$ cat src/rtl/instruction_fetch_unit.sv
// instruction_fetch_unit: PC, IF/ID register, stall/branch-squash handling and
// optional halt on HALT_WORD (built only when FETCH_HALT_EN is defined).
module instruction_fetch_unit #(
    parameter logic [31:0] RESET_PC  = 32'h0000_0000,
    parameter int          MEM_BYTES = 1024,
    parameter logic [31:0] HALT_WORD = 32'hFFFF_FFFF
) (
    input  logic        clk,
    input  logic        reset,
    input  logic        stall,
    input  logic        branch_taken,
    input  logic [31:0] branch_target,
    input  logic [31:0] imem_instr,
    output logic [31:0] imem_addr,
    output logic [31:0] ifid_instr,
    output logic [31:0] ifid_pc_plus4,
    output logic        ifid_valid,
    output logic        halted,
    output logic        fetch_error,
    output logic [31:0] fetch_count
);
    localparam logic [31:0] MASK = 32'(MEM_BYTES - 1);
    logic [31:0] pc, pc_plus4;
    logic active, do_halt;
    assign pc_plus4 = (pc + 32'd4) & MASK;
    assign imem_addr = pc;
`ifdef FETCH_HALT_EN
    localparam bit HALT_EN = 1'b1;
    typedef enum logic {FETCH, HALTED} state_t;
    state_t state, state_next;
    always_ff @(posedge clk)
        state <= reset ? FETCH : state_next;
    always_comb begin
        state_next = state;
        if (do_halt) state_next = HALTED;
    end
    assign active = state == FETCH;
    assign halted = state == HALTED;
`else
    localparam bit HALT_EN = 1'b0;
    assign active = 1'b1;
    assign halted = 1'b0;
`endif
    assign do_halt = HALT_EN && active && !branch_taken && !stall && imem_instr == HALT_WORD;
    always_ff @(posedge clk) begin
        if (reset) begin
            pc            <= RESET_PC & MASK;
            ifid_instr    <= '0;
            ifid_pc_plus4 <= '0;
            ifid_valid    <= 1'b0;
            fetch_error   <= 1'b0;
            fetch_count   <= '0;
        end else if (active) begin
            if (branch_taken) begin
                // squash the wrong-path fetch; branch beats stall
                pc         <= {branch_target[31:2], 2'b00} & MASK;
                ifid_instr <= '0;
                ifid_valid <= 1'b0;
                if (|branch_target[1:0]) fetch_error <= 1'b1;
            end else if (!stall) begin
                if (do_halt) begin
                    ifid_instr <= '0;
                    ifid_valid <= 1'b0;
                end else begin
                    ifid_instr    <= imem_instr;
                    ifid_pc_plus4 <= pc_plus4;
                    ifid_valid    <= 1'b1;
                    pc            <= pc_plus4;
                    fetch_count   <= fetch_count + 32'd1;
                end
            end
        end
    end
endmodule

$ cat config.mk
export PLATFORM = sky130hd
export DESIGN_NAME = instruction_fetch_unit
export DESIGN_NICKNAME = d
export VERILOG_FILES = /design/src/rtl/instruction_fetch_unit.sv
export SDC_FILE = /design/constraint.sdc
export NUM_CORES = 1
export LEC_CHECK = 0
export CAP_MARGIN = 20
export CORE_MARGIN = 1
export CORE_UTILIZATION = 30
export DETAILED_ROUTE_END_ITERATION = 7
export GPL_TIMING_DRIVEN = 0
export PLACE_DENSITY_LB_ADDON = 0.12
export SYNTH_ARGS = -nofsm -noshare
export SYNTH_HDL_FRONTEND = slang
export SYNTH_SLANG_ARGS = --single-unit
$ cat constraint.sdc
create_clock -name clk -period 2.2 [get_ports clk]
set_clock_uncertainty 0.2 [all_clocks]
set_input_delay 0.22 -clock clk [delete_from_list [all_inputs] [get_ports clk]]
set_output_delay 0.22 -clock clk [all_outputs]
set_load 0.005 [all_outputs]
# Word level (Yosys, flattened, before mapping)
# Index checks and enable logic that the tools add are counted.
# word_totals
reg_bits,86
in_bits,68
out_inout_bits,131
# op_classes
addsub,2
n_eq_ne,1
mux,2
n_bitwise,2
n_reduce_logical,4
# ops
op,n
$add A32 B1 Y32 const B,1
$mux W10,2
$add A10 B3 Y10 const B,1
$reduce_and A2 Y1,2
$reduce_or A2 Y1,2
$ne A2 B1 Y1 const B,1
$not A1 Y1,2

# Logic depth before layout (Yosys ltp)
# depth
depth_word,3
depth_mapped,8
depth_no_buf,5

# Worst setup path before layout
# OpenSTA, ideal clock, no wires.
# synth_timing
kind,register to register
from,register fetch_count[0]
to,register fetch_count[30]
arrival_time_ps,2073
setup_slack_ps,-143
path_stages_with_launch,8
synth_period_minus_slack_ps,2343
path_cell_list,dfxtp_1 -> ha_1 -> nand4_1 -> or4_4 -> buf_6 -> buf_6 -> or4_1 -> a21oi_1
# synth_via
elab_chain_len,1
# synth_rtl
element,line_no,source
start: declaration,20,output logic [31:0] fetch_count
start signal: assignment,69,fetch_count <= fetch_count + 32'd1;
$add A32 B1 Y32,69,
# Every way passes these cells.
# A chain may end at the register's enable or synchronous reset.

# Final worst setup path
# layout_timing
from,register fetch_count[1]
to,register fetch_count[20]
# Same word-level chain as after synthesis.

==> metrics <==
status=complete, but fails checks; failing checks=negative setup slack; Hold Vio Cnt, Final=0; Die W=115 microns; type of the worst setup path=flip-flop to flip-flop; Final WS setup=-0.0161 ns; Root Driver=clkbuf_16; Routed Antenna Nets=0; crit path DAT=approximately 2.3 ns; Seq/Total Area, Yosys=a little over two fifths; port bufs=~130; Die Span Y=roughly 120 microns; PD cells=around 600 mW/mm^2; syn avg cell area=8.87 sq um; Layout area overhead=57.3%; Cell Count, Final, Fillers Out=799; Worst VDD drop=0.536 mV; die area=approximately 0.013 sq mm; share of layout cells above drive strength 1=17.3%; FF+latch count, synth=82; Hold WC Path Type=primary input to flip-flop; final estimated routing congestion in global placement=~0.80; Synth Instances=432; Ports=199; vias in the first global route=3428; Met2 Routed Length=a little under 5 mm; Detailed Route WL=10.2 mm; clk sinks=82; Rows=40; Top Metal Used=met4; Antenna diodes=0; FMAX=451 MHz; Worst slew margin=51.9%; prevailing post-synth register cell=dfxtp_1; worst skew pair latency=0.34 ns; initial core utilization=between 30% and 40%; share of the synthesized area in the top cell type=between 40% and 50%; deepest clock path buffer count=2; Final Setup Violations=1; global route overflow=0; global-route wire length before repair=16.3 mm; CTS tree=yes; met3 wire len=979 microns; max-slew violations=0; 1st-iter DRT viols=139; setup TNS=-0.0161 ns; DRT met1 WL=4.18 mm; Synth area leaders=dfxtp_1, buf_4, mux2i_1, nor2_1, a21oi_1; Synth async-reset ratio=0%; slew at the pin closest to its max-slew limit=about 0.7 ns; First-pass DRT Iterations=4; cts bufs inserted=9; Leak Pwr=approximately 2.4 nW; nature of the critical path endpoint=flip-flop; DR vias/cell=4.42; Inst Count DP=774; RSZ-0062 raised after global routing=true; WL per Instance=approximately 13 microns; DR vias=3529; Core Region=0.0122 sq mm; period utilization=101%; synthesized cell area=0.00383 sq mm; largest net degree at the start of global routing=14; synth unique cells=33; max capacitance violation total=0; DR DRC count=0; H-Tree Depth=3; initial antenna violation count=0; Layout Nets=696; gr usage total=around 16%; Post-synth EDFFs=0; Tmin final=2.22 ns; synth cell count leaders=dfxtp_1, nor2_1, buf_4, a21oi_1, mux2i_1; Ys Warns=0; Reg clk slew, reported paths=approximately 0.06 ns; leading area contributor after synthesis=dfxtp_1; Worst Path Required=2.27 ns; count leader, synth=dfxtp_1; CP max FO=7; Post-DP HPWL=7.53 mm; Worst Setup Start Kind=flip-flop
-- critical path, cell delays in order, from the launching register on --
cell	delay, ns
dfxtp_2	0.35
ha_4	0.13
nand4_1	0.13
or4_4	0.58
buf_8	0.16
or4_4	0.47
a21oi_2	0.12
-- stage by stage --
| step | hold slack (ns) | util, % | cell area, sq um | total power, W | worst slack (ns) |
|---|---|---|---|---|---|
| after floorplan | 0.163 | - | 4020 | 0.00181 | -0.0534 |
| after global placement | 0.237 | 44.9 | 5490 | 0.00202 | -0.730 |
| after detailed placement | 0.240 | 44.9 | 5490 | 0.00202 | -0.794 |
| after CTS | 0.0915 | 48.2 | 5880 | 0.00366 | -0.0649 |
| after global routing | 0.136 | 49.4 | 6030 | 0.00377 | -0.102 |
| final | 0.103 | 49.4 | 6030 | 0.00360 | -0.0161 |
-- final timing paths --
kind                       start         endpoint  slack, ns  cells past startpoint
hold reg to reg      fetch_error      fetch_error       0.25                      2
setup / recovery  fetch_count[1]  fetch_count[20]      -0.02                      6
setup reg to reg  fetch_count[1]  fetch_count[20]      -0.02                      6
hold / removal             stall     imem_addr[6]       0.10                      4
-- cells by family (layout without fill, tap and decap cells) --
kind of cell    count (synthesis)  count (layout)  share of synthesized area (%)
xor+xnor                       17              17                           3.89
simple gates                  140             140                           18.7
buf+inv                        83             234                           13.7
fa+ha+maj                       2               2                          0.653
mux                            34              34                           8.88
flops                          82              82                           42.8
other cells                     1              49                         0.0979
compound gates                 73              73                           11.2
-- power by group --
group / internal (W) / switching (W)
Sequential: 0.00153 / 0.0000333
Combinational: 0.000263 / 0.000166
Clock: 0.00102 / 0.000596
Total: 0.00281 / 0.000795
-- cell type report --
| type | count | area [sq um] |
|---|---|---|
| buffer | 72 | 495 |
| clock buffer | 10 | 239 |
| clock inverter | 6 | 80.1 |
| fill | 1214 | 6180 |
| inverter | 10 | 37.5 |
| multi-input combinational | 315 | 1950 |
| sequential | 82 | 1660 |
| tap | 168 | 210 |
| timing repair buffer | 136 | 1360 |
-- metal layers --
layer  track usage (%)  vias up
li1                  -     1798
met1              17.3     1602
met2              26.9      118
met3              7.85       11
met4              5.80        0
met5                 0        -
-- flip-flops by register name, indices dropped and copies added (netlist names) --
name and cells:
fetch_count 32, ifid_pc_plus4 8, imem_addr 8, ifid_instr 32
ifid_valid 1, fetch_error 1
-- what timing repair did --
action,4_1_cts,5_1_grt
endpoints found under the setup margin,23,20
hold buffers,0,0
buffers inserted,7,2
gates cloned,0,1
pin swaps,3,11
resized for setup,9,35
-- layout by cell type, fill, tap and decap left out, types with 5 or more instances in the layout --
cell             synthesis  layout
o21ai_0                 14      14
xnor2_1                  8       8
nand2_1                 18      18
or3_1                   14      14
dfxtp_1                 82      73
nand3_1                 12      10
a211oi_1                 5       5
dfxtp_2                  0       7
mux2i_1                 34      34
buf_1                    7       7
nand4_1                  8       8
nor3_1                   6       6
or4_1                   16      11
clkdlybuf4s50_1          0     125
inv_1                   10      10
clkbuf_1                13       9
clkbuf_16                0      10
o31ai_1                 13       9
conb_1                   1      49
xor2_1                   9       9
nor2_1                  53      53
buf_4                   49      57
or4_4                    1       6
a21oi_1                 34      31
No activity file was read; power rests on OpenSTA's default activity.
